## src/rtl/branch_ctrl_if.sv

```systemverilog
// Bundle of the branch-resolution signals exchanged between the EX stage and branch_ctrl.
// The master modport is the pipeline side and the slave modport is the controller side.
interface branch_ctrl_if #(
  parameter int CNT_W = 16
);
  logic             i_br_valid;
  logic [2:0]       i_funct3;
  logic             i_br_eq;
  logic             i_br_lt;
  logic             i_stall;
  logic             i_cnt_clr;
  logic             o_br_un;
  logic             o_pc_sel;
  logic             o_flush_if;
  logic             o_flush_id;
  logic             o_busy;
  logic             o_illegal;
  logic [CNT_W-1:0] o_br_cnt;
  logic [CNT_W-1:0] o_taken_cnt;

  modport master (
    output i_br_valid, i_funct3, i_br_eq, i_br_lt, i_stall, i_cnt_clr,
    input  o_br_un, o_pc_sel, o_flush_if, o_flush_id, o_busy, o_illegal,
           o_br_cnt, o_taken_cnt
  );

  modport slave (
    input  i_br_valid, i_funct3, i_br_eq, i_br_lt, i_stall, i_cnt_clr,
    output o_br_un, o_pc_sel, o_flush_if, o_flush_id, o_busy, o_illegal,
           o_br_cnt, o_taken_cnt
  );
endinterface

```

## src/rtl/branch_ctrl.sv

```systemverilog
// Conditional-branch controller: decodes taken/not-taken in EX, drives the PC redirect
// and a FLUSH_DEPTH-cycle front-end squash, and keeps saturating branch/taken counters.
module branch_ctrl #(
  parameter int FLUSH_DEPTH = 2,
  parameter int CNT_W       = 16
) (
  input  logic          clk,
  input  logic          rst_n,
  branch_ctrl_if.slave  bus
);
  typedef enum logic [1:0] {
    IDLE     = 2'd0,
    REDIRECT = 2'd1,
    FLUSH    = 2'd2
  } state_t;

  state_t           r_state, w_state_next;
  logic [2:0]       r_flush_cnt, w_flush_cnt_next;
  logic             r_pc_sel, w_pc_sel_next;
  logic             r_flush, w_flush_next;
  logic             r_busy, w_busy_next;
  logic             r_illegal, w_illegal_next;
  logic [CNT_W-1:0] r_br_cnt, r_taken_cnt;
  logic             w_taken, w_reserved, w_eval;

  assign bus.o_br_un     = (bus.i_funct3[2:1] == 2'b11);
  assign w_reserved      = (bus.i_funct3[2:1] == 2'b01);
  assign w_eval          = (r_state == IDLE) && bus.i_br_valid && !bus.i_stall;

  always_comb begin
    w_taken = 1'b0;
    case (bus.i_funct3)
      3'b000:         w_taken = bus.i_br_eq;
      3'b001:         w_taken = !bus.i_br_eq;
      3'b100, 3'b110: w_taken = bus.i_br_lt;
      3'b101, 3'b111: w_taken = !bus.i_br_lt;
      default:        w_taken = 1'b0;
    endcase
  end

  // Outputs are computed for the state being entered so that they appear registered.
  always_comb begin
    w_state_next     = r_state;
    w_flush_cnt_next = r_flush_cnt;
    w_pc_sel_next    = 1'b0;
    w_flush_next     = 1'b0;
    w_busy_next      = 1'b0;
    w_illegal_next   = 1'b0;
    case (r_state)
      IDLE: begin
        w_illegal_next = w_eval && w_reserved;
        if (w_eval && w_taken) begin
          w_state_next  = REDIRECT;
          w_pc_sel_next = 1'b1;
          w_flush_next  = 1'b1;
          w_busy_next   = 1'b1;
        end
      end
      REDIRECT: begin
        if (FLUSH_DEPTH > 1) begin
          w_state_next     = FLUSH;
          w_flush_cnt_next = 3'(FLUSH_DEPTH - 1);
          w_flush_next     = 1'b1;
          w_busy_next      = 1'b1;
        end else begin
          w_state_next = IDLE;
        end
      end
      FLUSH: begin
        if (r_flush_cnt <= 3'd1) begin
          w_state_next     = IDLE;
          w_flush_cnt_next = 3'd0;
        end else begin
          w_flush_cnt_next = r_flush_cnt - 3'd1;
          w_flush_next     = 1'b1;
          w_busy_next      = 1'b1;
        end
      end
      default: w_state_next = IDLE;
    endcase
  end

  always_ff @(posedge clk or negedge rst_n) begin
    if (!rst_n) begin
      r_state     <= IDLE;
      r_flush_cnt <= 3'd0;
      r_pc_sel    <= 1'b0;
      r_flush     <= 1'b0;
      r_busy      <= 1'b0;
      r_illegal   <= 1'b0;
    end else if (!bus.i_stall) begin
      r_state     <= w_state_next;
      r_flush_cnt <= w_flush_cnt_next;
      r_pc_sel    <= w_pc_sel_next;
      r_flush     <= w_flush_next;
      r_busy      <= w_busy_next;
      r_illegal   <= w_illegal_next;
    end
  end

  // Clear is checked before the stall gate (w_eval already excludes stalled cycles).
  always_ff @(posedge clk or negedge rst_n) begin
    if (!rst_n) begin
      r_br_cnt    <= '0;
      r_taken_cnt <= '0;
    end else if (bus.i_cnt_clr) begin
      r_br_cnt    <= '0;
      r_taken_cnt <= '0;
    end else if (w_eval) begin
      if (r_br_cnt != '1)
        r_br_cnt <= r_br_cnt + CNT_W'(1);
      if (w_taken && (r_taken_cnt != '1))
        r_taken_cnt <= r_taken_cnt + CNT_W'(1);
    end
  end

  assign bus.o_pc_sel    = r_pc_sel;
  assign bus.o_flush_if  = r_flush;
  assign bus.o_flush_id  = r_flush;
  assign bus.o_busy      = r_busy;
  assign bus.o_illegal   = r_illegal;
  assign bus.o_br_cnt    = r_br_cnt;
  assign bus.o_taken_cnt = r_taken_cnt;
endmodule

```

## src/flat_wrapper.sv

```systemverilog
// flat-port wrapper written by rule: the top's interface ports become plain ports
module branch_ctrl_flat 
#(
  parameter int FLUSH_DEPTH = 2,
  parameter int CNT_W       = 16
)
  (clk, rst_n, bus_i_br_valid, bus_i_funct3, bus_i_br_eq, bus_i_br_lt, bus_i_stall, bus_i_cnt_clr, bus_o_br_un, bus_o_pc_sel, bus_o_flush_if, bus_o_flush_id, bus_o_busy, bus_o_illegal, bus_o_br_cnt, bus_o_taken_cnt);
  branch_ctrl_if #(.CNT_W(CNT_W)) bus_i ();
  input  logic clk;
  input  logic rst_n;
  input wire logic [$bits(bus_i.i_br_valid)-1:0] bus_i_br_valid;
  input wire logic [$bits(bus_i.i_funct3)-1:0] bus_i_funct3;
  input wire logic [$bits(bus_i.i_br_eq)-1:0] bus_i_br_eq;
  input wire logic [$bits(bus_i.i_br_lt)-1:0] bus_i_br_lt;
  input wire logic [$bits(bus_i.i_stall)-1:0] bus_i_stall;
  input wire logic [$bits(bus_i.i_cnt_clr)-1:0] bus_i_cnt_clr;
  output wire logic [$bits(bus_i.o_br_un)-1:0] bus_o_br_un;
  output wire logic [$bits(bus_i.o_pc_sel)-1:0] bus_o_pc_sel;
  output wire logic [$bits(bus_i.o_flush_if)-1:0] bus_o_flush_if;
  output wire logic [$bits(bus_i.o_flush_id)-1:0] bus_o_flush_id;
  output wire logic [$bits(bus_i.o_busy)-1:0] bus_o_busy;
  output wire logic [$bits(bus_i.o_illegal)-1:0] bus_o_illegal;
  output wire logic [$bits(bus_i.o_br_cnt)-1:0] bus_o_br_cnt;
  output wire logic [$bits(bus_i.o_taken_cnt)-1:0] bus_o_taken_cnt;
  assign bus_i.i_br_valid = bus_i_br_valid;
  assign bus_i.i_funct3 = bus_i_funct3;
  assign bus_i.i_br_eq = bus_i_br_eq;
  assign bus_i.i_br_lt = bus_i_br_lt;
  assign bus_i.i_stall = bus_i_stall;
  assign bus_i.i_cnt_clr = bus_i_cnt_clr;
  assign bus_o_br_un = bus_i.o_br_un;
  assign bus_o_pc_sel = bus_i.o_pc_sel;
  assign bus_o_flush_if = bus_i.o_flush_if;
  assign bus_o_flush_id = bus_i.o_flush_id;
  assign bus_o_busy = bus_i.o_busy;
  assign bus_o_illegal = bus_i.o_illegal;
  assign bus_o_br_cnt = bus_i.o_br_cnt;
  assign bus_o_taken_cnt = bus_i.o_taken_cnt;
  branch_ctrl #(.FLUSH_DEPTH(FLUSH_DEPTH), .CNT_W(CNT_W)) u_core (.clk(clk), .rst_n(rst_n), .bus(bus_i));
endmodule
```

## config.mk

```make
export PLATFORM = sky130hd
export DESIGN_NAME = branch_ctrl_flat
export DESIGN_NICKNAME = d
export VERILOG_FILES = /design/src/rtl/branch_ctrl_if.sv /design/src/rtl/branch_ctrl.sv /design/src/flat_wrapper.sv
export SDC_FILE = /design/constraint.sdc
export NUM_CORES = 1
export LEC_CHECK = 0
export CELL_PAD_IN_SITES_DETAIL_PLACEMENT = 1
export CELL_PAD_IN_SITES_GLOBAL_PLACEMENT = 1
export CORE_MARGIN = 4
export CORE_UTILIZATION = 41
export CTS_CLUSTER_DIAMETER = 60
export DETAILED_ROUTE_END_ITERATION = 7
export PLACE_DENSITY = 0.94
export REMOVE_ABC_BUFFERS = 1
export SLEW_MARGIN = 5
export SYNTH_ARGS = -nofsm -noshare
export SYNTH_HDL_FRONTEND = slang
export SYNTH_SLANG_ARGS = --single-unit
```

## constraint.sdc

```tcl
create_clock -name clk -period 6.77 [get_ports clk]
set_input_delay 1.0155 -clock clk [delete_from_list [all_inputs] [get_ports clk]]
set_output_delay 1.0155 -clock clk [all_outputs]
set_load 0.02 [all_outputs]
```

==> qor.csv, run 1 <==
stage;metric;value;unit
grt;grtUsageTotal;0.1889;
setup_path;reg2reg_depth;6;
setup_path;cp-end-kind;output port;
floorplan;io_pins;48;
sta;fin_setup_tns;0;ns
grt;gr-total-overflow;0;
setup_path;cpLargestDelayFamily;buffers and inverters;
floorplan;row_count;26;
synth;synth_top_area_cell;dfrtp_1;
setup_path;cp.depth;3;
sta;post-route-min-period;3.284;ns
clock_network;clock-sinks;40;
worst_hold_path;hold_class;reg2reg;
floorplan;core;5205;um^2
final_layout;drive_above_1_share;0.06050;
sta;finalSetupViolations;0;
power;vdd_ir_drop_max;0.1050;mV
grt;grt_pass1_wl;9735;um
place;portBuffers;47;
setup_path;r2r_start;u_core.r_state[0]$_DFFE_PN0P_;
setup_path;cp_common_cell;clkdlybuf4s50_1;
place;dpl.hpwl;4129;um
setup_path;path_max_fanout;4;
final_layout;nFillCells;612;
synth;ys_ff_latch;40;
power;p_leak;0.001161;uW
synth;syn_inst;237;
setup_path;endpoint;bus_o_br_un;
final_layout;layout.cells.non_filler;351;
clock_network;clk_pin_slew;0.08;ns
synth;async_flop_share;1.000;
clock_network;ctsLongestPathBuffers;2;
setup_path;cpPeakStageDelay;0.60;ns
final_layout;fin_util;0.5478;
setup_path;cp.arrival;2.27;ns
final_layout;areaGrowthSynthToFinish;27.03;%
final_layout;antennaDiodeCount;0;
sta;rsz0062_at_grt;no;
synth;synthTopCellsByArea;dfrtp_1 (45%), xor2_1 (5.5%), nor2_1 (5.4%), ha_1 (5.0%), xnor2_1 (3.9%);
route;routed_wirelength;5854;um
clock_network;ctsResizeCount;0;
clock_network;clk_latency;0.29;ns
synth;synth_ff_type;dfrtp_1;
route;vias;1914;
setup_path;worst-path-buf-inv;2;
sta;fmax;304.5;MHz
clock_network;cts_setup_buffers;0;
route;first_pass_iters;4;
synth;synth_most_common_cell;dfrtp_1;
sta;finalHoldViolCount;0;
synth;syn_area;2245;um^2
synth;syn-mean-instance-area;9.471;um^2
power;p_per_area;220.1;nW/um^2
clock_network;htree_levels;2;
floorplan;start_util;0.4313;
final_layout;nets;299;
sta;slew_viol_final;0;
place;dpl.cell_count;343;
setup_path;cp_data_required_time;5.75;ns
route;avgViaCountPerCell;5.453;
floorplan;die_area;6722;um^2
synth;synth_top_area_frac;0.4459;
clock_network;cts_buffers;5;
sta;relSlewSlack;0.3356;
synth;ys_seq_area_frac;0.4459;
grt;grt_max_degree;41;
setup_path;crit_type;in2out;
route;drt_iter0_drc;84;
grt;grt_pass1_vias;1962;
grt;antenna_found_initial;0;
setup_path;startpoint_type;input port;
sta;post-route-period-util;0.4851;
route;ant_nets;0;
place;gp_congestion;0.7836;
synth;yosysUniqueCellTypes;42;
synth;synth_edf_count;0;
job;drv_cap;0;
sta;tightest_slew;0.9966;ns
setup_path;slowest_stage;clkdlybuf4s50_1;
status;status;finished, final reports clean;
floorplan;fp.dieH;81.99;um
clock_network;root_buffer;clkbuf_8;
setup_path;cp-startpoint;bus_i_funct3[2];
synth;ys_warn_count;0;
worst_hold_path;whs_path_depth;2;
setup_path;r2r_end;u_core.bus.o_taken_cnt[15]$_DFFE_PN0P_;
setup_path;reg2reg_slack;4.37;ns
sta;clock_skew;0.006716;ns
clock_network;cts_hold_buf;0;
route;wire_per_inst;16.68;um
route;drc_errors;0;
floorplan;fp.dieW;81.99;um
setup_path;crit_path_cell_trace;clkdlybuf4s50_1, and2_1, clkdlybuf4s50_1;
clock_network;cts_tree;done;
synth;post_synth_most_frequent_cells;dfrtp_1 (40), nor2_1 (32), nand2_1 (14), xor2_1 (14);
[kinds of logic (layout without fill, tap and decap cells)]
logic type	count (synthesis)	in the layout	synth area share
muxes	5	5	0.02397
and+or+nand+nor	106	106	0.2547
xor gates and xnor gates	24	24	0.09364
buffers and inverters	21	65	0.04236
DFF	40	40	0.4459
adders and majority gates	9	9	0.05017
AOI/OAI and AO/OA	32	32	0.08920
[layout by cell type, fill, tap and decap left out, types with 3 or more instances in the layout]
master,instances
nand3_1,10
o21ai_0,10
nor2b_1,3
o31ai_1,4
and3_1,5
xnor2_1,10
nor2_1,32
nand4_1,9
a21oi_1,8
mux2_2,3
inv_1,9
nor4_1,10
ha_1,9
nand2_1,14
nor3_1,6
xor2_1,14
clkbuf_8,5
dfrtp_1,40
and4_1,3
clkdlybuf4s50_1,46
or4_1,3
and4_4,3
[worst register-to-register path: stages (launching register included)]
cell      delay [ns]
dfrtp_1         0.42
inv_1           0.12
ha_1            0.24
nand3b_4        0.26
or4_1           0.71
or4_1           0.43
a21oi_1         0.15
[final cells by class]
class | count | area [um^2] | share of cell area
clock buffers | 6 | 72.57 | 0.02545
clock inverters | 2 | 35.03 | 0.01229
inverters | 9 | 33.78 | 0.01185
multi-input cells | 176 | 1149 | 0.4028
flip-flops and latches | 40 | 1001 | 0.3510
well taps | 70 | 87.58 | 0.03072
repair buffers | 48 | 473.0 | 0.1659
[sequential cells by signal, indices dropped and copies added (netlist names)]
| signal | cells |
|---|---|
| u_core.r_flush_cnt | 3 |
| u_core.bus.o_taken_cnt | 16 |
| u_core.bus.o_flush_id | 1 |
| u_core.bus.o_pc_sel | 1 |
| u_core.r_state | 2 |
| u_core.bus.o_illegal | 1 |
| u_core.bus.o_br_cnt | 16 |
[where the power goes]
part	internal, uW	switching, uW	total (uW)
Clock	109	84.9	194
Combinational	69.0	90.3	159
Sequential	257	17.1	274
Total	435	192	628
[per-layer routing]
metal	GRT usage	wire length [um]	up-vias
li1	-	-	926
met1	0.2445	2698	946
met2	0.3158	2915	34
met3	0.03070	156	8
met4	0.07143	84	0
met5	0	0	-
[through the flow]
step	power, uW	setup WS [ns]	area, um^2	hold slack, ns
after floorplan	373.0	4.157	2183	0.4485
after CTS	634.3	3.481	2851	0.4832
after detailed placement	439.5	3.377	2744	0.4652
after global placement	428.3	3.499	2744	0.4620
after global routing	665.0	3.443	2851	0.5249
final	627.7	3.486	2851	0.4807
[worst min-delay path by stage]
| stage | from | to | slack [ns] |
|---|---|---|---|
| global route | u_core.bus.o_illegal$_DFFE_PN0N_ | u_core.bus.o_illegal$_DFFE_PN0N_ | 0.52 |
| finish | u_core.bus.o_pc_sel$_DFFE_PN0N_ | u_core.bus.o_pc_sel$_DFFE_PN0N_ | 0.48 |
| floorplan | u_core.r_flush_cnt[1]$_DFFE_PN0P_ | u_core.r_flush_cnt[1]$_DFFE_PN0P_ | 0.45 |
| global placement | u_core.r_flush_cnt[1]$_DFFE_PN0P_ | u_core.r_flush_cnt[1]$_DFFE_PN0P_ | 0.46 |
| CTS | u_core.r_flush_cnt[1]$_DFFE_PN0P_ | u_core.r_flush_cnt[1]$_DFFE_PN0P_ | 0.48 |
| detailed placement | u_core.bus.o_pc_sel$_DFFE_PN0N_ | u_core.bus.o_pc_sel$_DFFE_PN0N_ | 0.47 |
Note: power is estimated with default switching activity, not from simulation.
==> run 2: changes to the inputs <==
--- a/config.mk
+++ b/config.mk
@@ -8,10 +8,10 @@
 export CELL_PAD_IN_SITES_DETAIL_PLACEMENT = 1
 export CELL_PAD_IN_SITES_GLOBAL_PLACEMENT = 1
 export CORE_MARGIN = 4
-export CORE_UTILIZATION = 41
+export CORE_UTILIZATION = 35
 export CTS_CLUSTER_DIAMETER = 60
 export DETAILED_ROUTE_END_ITERATION = 7
-export PLACE_DENSITY = 0.94
+export PLACE_DENSITY = 0.86
 export REMOVE_ABC_BUFFERS = 1
 export SLEW_MARGIN = 5
 export SYNTH_ARGS = -nofsm -noshare
==> constraint.sdc (replaced) <==
create_clock -name clk -period 2.88 [get_ports clk]
set_input_delay 0.432 -clock clk [delete_from_list [all_inputs] [get_ports clk]]
set_output_delay 0.432 -clock clk [all_outputs]
set_load 0.02 [all_outputs]
==> run 2 against run 1 <==
Die area is 15% higher. Clock power is 97% higher. Setup slack worse by 3.0 ns. Clock-buffer cell count is 2 higher. Sequential power is 140% higher. Final area is 0.66% higher. Clock skew is 0.0022 ns lower. Global-route usage is 3.2 points lower.
==> qor.csv, run 2 (same netlist as run 1, synthesis figures left out) <==
stage;metric;value;unit;change
status;status;finished, final reports clean;;
clock_network;ctsResizeCount;0;;unchanged
clock_network;ctsLongestPathBuffers;2;;unchanged
final_layout;final_common_cell;clkdlybuf4s50_1;;
place;dpl.hpwl;4089;um;-0.98%
final_layout;fin_util;0.4736;;-0.07426
place;preCtsSetupSlack;0.2906;ns;-3.086 ns
final_layout;antennaDiodeCount;0;;unchanged
route;wire_per_inst;15.74;um;-5.6%
clock_network;clk_pin_slew;0.08;ns;about the same
final_layout;nets;303;;+1.3%
sta;tightest_slew;0.9115;ns;-0.08501 ns
setup_path;cp-end-kind;flop;;
sta;post-route-min-period;2.418;ns;
final_layout;final_cell_mix;clkdlybuf4s50_1 (46), dfrtp_1 (40), nor2_1 (32);;
power;p_leak;0.001170;uW;+0.77%
setup_path;startpoint_type;flop;;
clock_network;cts_hold_buf;0;;unchanged
floorplan;fp.dieH;88.09;um;+7.4%
sta;finalSetupViolations;0;;unchanged
worst_hold_path;hold_class;in2async;;
final_layout;areaGrowthSynthToFinish;27.87;%;
sta;whs;0.2741;ns;-0.2066 ns
grt;grt_pass1_vias;2045;;+4.2%
floorplan;row_count;28;;+7.7%
final_layout;nFillCells;709;;+16%
clock_network;root_buffer;clkbuf_8;;
setup_path;cp.arrival;2.61;ns;+0.34 ns
grt;grt_max_degree;41;;unchanged
sta;fin_setup_tns;0;ns;unchanged
sta;post-route-period-util;0.8396;;
clock_network;cts_setup_buffers;0;;unchanged
grt;grtUsageTotal;0.1566;;-0.03232
grt;grt_pass1_wl;9687;um;-0.49%
sta;finalHoldViolCount;0;;unchanged
floorplan;fp.dieW;88.09;um;+7.4%
floorplan;die_area;7759;um^2;+15%
sta;relSlewSlack;0.3923;;+0.05667
clock_network;htree_levels;2;;unchanged
power;p_per_area;489.4;nW/um^2;+120%
place;portBuffers;47;;unchanged
clock_network;clock-sinks;40;;unchanged
clock_network;clk_latency;0.28;ns;about the same
grt;antenna_found_initial;0;;unchanged
place;dpl.cell_count;352;;+2.6%
floorplan;core;6061;um^2;+16%
route;drc_errors;0;;unchanged
floorplan;io_pins;48;;unchanged
route;ant_nets;0;;unchanged
clock_network;cts_tree;done;;
setup_path;cp_data_required_time;3.08;ns;-2.67 ns
route;avgViaCountPerCell;5.322;;-2.4%
setup_path;path_max_fanout;8;;+4
sta;slew_viol_final;0;;unchanged
clock_network;cts_buffers;5;;unchanged
job;drv_cap;0;;unchanged
final_layout;layout.cells.non_filler;360;;+2.6%
place;gp_congestion;0.7837;;about the same
route;first_pass_iters;2;;-2
route;routed_wirelength;5665;um;-3.2%
setup_path;crit_type;reg2reg;;
final_layout;drive_above_1_share;0.07018;;+0.009677
sta;final.setup.worst_slack;0.4620;ns;-3.024 ns
power;vdd_ir_drop_max;0.4242;mV;+300%
sta;rsz0062_at_grt;no;;
grt;gr-total-overflow;0;;unchanged
floorplan;start_util;0.3704;;-0.06089
sta;fmax;413.6;MHz;
sta;clock_skew;0.004518;ns;-0.002198 ns
route;drt_iter0_drc;58;;-31%
route;vias;1916;;+0.10%
## run 2: cell types whose count changed in the layout (fill, tap and decap cells not counted), sizes merged
cell / delta
clkbuf: +2
clkinv: -1
bufinv: -1
buf: +4
## run 2: path summary, 6_finish.rpt
check	startpoint	to	slack, ns	depth (start not counted)
max	u_core.bus.o_taken_cnt[0]$_DFFE_PN0P_	u_core.bus.o_taken_cnt[15]$_DFFE_PN0P_	0.46	6
min	rst_n	u_core.bus.o_taken_cnt[3]$_DFFE_PN0P_	0.27	1
max reg2reg	u_core.bus.o_taken_cnt[0]$_DFFE_PN0P_	u_core.bus.o_taken_cnt[15]$_DFFE_PN0P_	0.46	6
min reg2reg	u_core.bus.o_illegal$_DFFE_PN0N_	u_core.bus.o_illegal$_DFFE_PN0N_	0.49	2
max in group asynchronous	rst_n	u_core.bus.o_br_cnt[0]$_DFFE_PN0P_	2.03	1
min in group clk	u_core.bus.o_illegal$_DFFE_PN0N_	u_core.bus.o_illegal$_DFFE_PN0N_	0.49	2
## run 2: worst max-delay path, stage by stage, from the launching register on
cell and delay (ns):
dfrtp_1 0.46, ha_1 0.27, and4_4 0.18, and4_4 0.20
or4_1 0.59, or4_1 0.46, a21oi_1 0.16
## run 2: area by class of cell
cell class / instances / area (um^2) / share of cell area
sequential: 40 / 1001 / 0.3487
clock buffer: 8 / 90.09 / 0.03139
timing repair buffer: 52 / 503.0 / 0.1752
tap: 75 / 93.84 / 0.03269
multi-input combinational: 176 / 1149 / 0.4002
inverter: 9 / 33.78 / 0.01177
## run 2: routing by layer
metal,global-route usage,routed length [um],up-vias
li1,-,-,930
met2,0.2630,2753,28
met1,0.2081,2700,956
met5,0,0,-
met3,0.03010,190,2
met4,0.03984,21,0
## run 2: power by group
part	internal [uW]	switching, uW	leakage, uW
sequential	604	39.9	0.000551
combinational	169	209	0.000573
clock	196	187	0.0000455
total	969	436	0.00117
## run 2: per-stage QoR
step                      area [um^2]  power (uW)
after floorplan                  2183       876.9
after global placement           2780        1020
after detailed placement         2780        1038
after CTS                        2870        1424
after global routing             2870        1499
final                            2870        1405
==> run 3: changes to the inputs <==
--- a/config.mk
+++ b/config.mk
@@ -8,10 +8,10 @@
 export CELL_PAD_IN_SITES_DETAIL_PLACEMENT = 1
 export CELL_PAD_IN_SITES_GLOBAL_PLACEMENT = 1
 export CORE_MARGIN = 4
-export CORE_UTILIZATION = 35
+export CORE_UTILIZATION = 38
 export CTS_CLUSTER_DIAMETER = 60
 export DETAILED_ROUTE_END_ITERATION = 7
-export PLACE_DENSITY = 0.86
+export PLACE_DENSITY = 0.89
 export REMOVE_ABC_BUFFERS = 1
 export SLEW_MARGIN = 5
 export SYNTH_ARGS = -nofsm -noshare
==> constraint.sdc (replaced) <==
create_clock -name clk -period 2.3 [get_ports clk]
set_input_delay 0.345 -clock clk [delete_from_list [all_inputs] [get_ports clk]]
set_output_delay 0.345 -clock clk [all_outputs]
set_load 0.02 [all_outputs]
==> run 3 against run 2 <==
Maximum frequency is 12% higher. Largest cell class unchanged. Die area down 7.2%. Critical endpoint unchanged. Hold slack worse by 0.099 ns. Largest power group unchanged.
==> qor.csv, run 3 (same netlist as run 1, synthesis figures left out) <==
stage;metric;value;unit;change
sta;slew_viol_final;0;;unchanged
final_layout;nets;313;;+3.3%
power;p_int;1353;uW;+40%
clock_network;clock-sinks;40;;unchanged
power;clkPwrFrac;0.328;;+0.056
power;swShare;0.2932;;-0.01712
route;first_pass_iters;4;;+2
final_layout;layout.cells.non_filler;367;;+1.9%
job;drv_cap;0;;unchanged
floorplan;core;5608;um^2;-7.5%
worst_hold_path;hold_class;in2async;;
sta;relSlewSlack;0.3934;;+0.001050
clock_network;root_buffer;clkbuf_8;;
floorplan;fp.dieW;84.86;um;-3.7%
setup_path;crit_type;reg2reg;;
grt;gr-total-overflow;0;;unchanged
sta;clock_skew;0.009592;ns;+0.005074 ns
clock_network;cts_tree;done;;
grt;grt_max_degree;41;;unchanged
floorplan;fp.dieH;84.86;um;-3.7%
clock_network;cts_buffers;5;;unchanged
status;status;finished, final reports clean;;
route;vias;1981;;+3.4%
place;preCtsSetupSlack;-0.1702;ns;-0.4608 ns
floorplan;row_count;27;;-3.6%
clock_network;ctsResizeCount;0;;unchanged
clock_network;htree_levels;2;;unchanged
setup_path;cp-end-kind;flop;;
floorplan;start_util;0.4003;;+0.02991
clock_network;cts_setup_buffers;0;;unchanged
place;dpl.cell_count;359;;+2.0%
power;switchingPower;561.3;uW;+29%
sta;tightest_slew;0.9100;ns;-0.001575 ns
clock_network;cts_hold_buf;0;;unchanged
route;routed_wirelength;5950;um;+5.0%
clock_network;ctsLongestPathBuffers;2;;unchanged
sta;finalSetupViolations;0;;unchanged
final_layout;final_cell_mix;clkdlybuf4s50_1 (46), dfrtp_1 (40), nor2_1 (32);;
final_layout;areaGrowthSynthToFinish;33.17;%;
sta;fmax;464.2;MHz;+12%
grt;grt_pass1_wl;10650;um;+9.9%
floorplan;io_pins;48;;unchanged
setup_path;startpoint_type;flop;;
sta;post-route-min-period;2.154;ns;-0.2635 ns
final_layout;drive_above_1_share;0.1186;;+0.04847
sta;final.setup.worst_slack;0.1455;ns;-0.3165 ns
final_layout;fin_util;0.5330;;+0.05944
place;dpl.hpwl;4320;um;+5.7%
route;ant_nets;0;;unchanged
power;p_leak;0.001245;uW;+6.4%
grt;antenna_found_initial;0;;unchanged
route;wire_per_inst;16.21;um;+3.0%
final_layout;antennaDiodeCount;0;;unchanged
power;p_per_area;640.4;nW/um^2;+31%
power;vdd_ir_drop_max;0.2845;mV;-33%
power;p_seq_frac;0.420;;-0.038
setup_path;cp.arrival;2.38;ns;-0.23 ns
place;portBuffers;47;;unchanged
route;drc_errors;0;;unchanged
clock_network;clk_pin_slew;0.08;ns;about the same
sta;post-route-period-util;0.9367;;+0.09716
route;drt_iter0_drc;62;;+6.9%
floorplan;die_area;7200;um^2;-7.2%
setup_path;cp_data_required_time;2.53;ns;-0.55 ns
power;p_comb_frac;0.252;;-0.018
grt;grtUsageTotal;0.1831;;+0.02651
sta;finalHoldViolCount;0;;unchanged
final_layout;final_common_cell;clkdlybuf4s50_1;;
sta;rsz0062_at_grt;no;;
grt;grt_pass1_vias;2156;;+5.4%
route;avgViaCountPerCell;5.398;;+1.4%
place;gp_congestion;0.8564;;+9.3%
setup_path;path_max_fanout;8;;unchanged
clock_network;clk_latency;0.29;ns;about the same
==> run 3: cell types whose count changed in the layout (fill, tap and decap cells not counted), sizes merged <==
cell	delta
clkbuf	-1
bufinv	+1
buf	+10
==> run 3: per-stage QoR <==
step,total power [uW],setup TNS [ns],cell area (um^2),hold WS [ns]
floorplan,1098,0,2183,0.04941
global placement,1275,-0.07404,2851,0.4645
finish,1914,0,2989,0.1755
global route,2035,0,2989,0.2350
detailed placement,1302,-0.3130,2851,0.4813
CTS,1935,0,2978,0.2006
==> run 3: path summary, 6_finish.rpt <==
path | from | end | slack (ns) | cells past startpoint
setup / recovery | u_core.bus.o_taken_cnt[0]$_DFFE_PN0P_ | u_core.bus.o_taken_cnt[15]$_DFFE_PN0P_ | 0.15 | 6
hold / removal | rst_n | u_core.bus.o_taken_cnt[3]$_DFFE_PN0P_ | 0.18 | 1
setup reg to reg | u_core.bus.o_taken_cnt[0]$_DFFE_PN0P_ | u_core.bus.o_taken_cnt[15]$_DFFE_PN0P_ | 0.15 | 6
hold reg to reg | u_core.bus.o_illegal$_DFFE_PN0N_ | u_core.bus.o_illegal$_DFFE_PN0N_ | 0.49 | 2
max in group asynchronous | rst_n | u_core.r_flush_cnt[0]$_DFFE_PN0P_ | 1.55 | 1
min in group clk | u_core.bus.o_illegal$_DFFE_PN0N_ | u_core.bus.o_illegal$_DFFE_PN0N_ | 0.49 | 2
==> run 3: cell type report <==
class                   count  area [um^2]
well taps                  72        90.09
inverters                   9        33.78
fillers                   677         2619
repair buffers             62        578.1
multi-input cells         176         1160
clock inverters             1        30.03
flip-flops and latches     40         1001
clock buffers               7        96.34
==> run 3: power by group through the flow <==
stage | clock, uW | combinational, uW | sequential (uW)
after floorplan | 0 | 241 | 857
after global placement | 0 | 462 | 813
after detailed placement | 0 | 483 | 818
after CTS | 644 | 487 | 805
after global routing | 677 | 542 | 815
final | 629 | 482 | 803
==> run 3: worst max-delay path: stages, from the launching register on <==
cell and delay (ns):
dfrtp_1 0.39, ha_1 0.23, and4_4 0.17, and4_4 0.20, or4_4 0.53, or4_1 0.42
a21oi_1 0.14
==> run 3: metal layers <==
| layer | GRT usage | vias up | wire (um) |
|---|---|---|---|
| met3 | 0.03883 | 8 | 172 |
| li1 | - | 948 | - |
| met1 | 0.2362 | 995 | 2678 |
| met5 | 0 | - | 0 |
| met2 | 0.3103 | 30 | 3018 |
| met4 | 0.05180 | 0 | 81 |
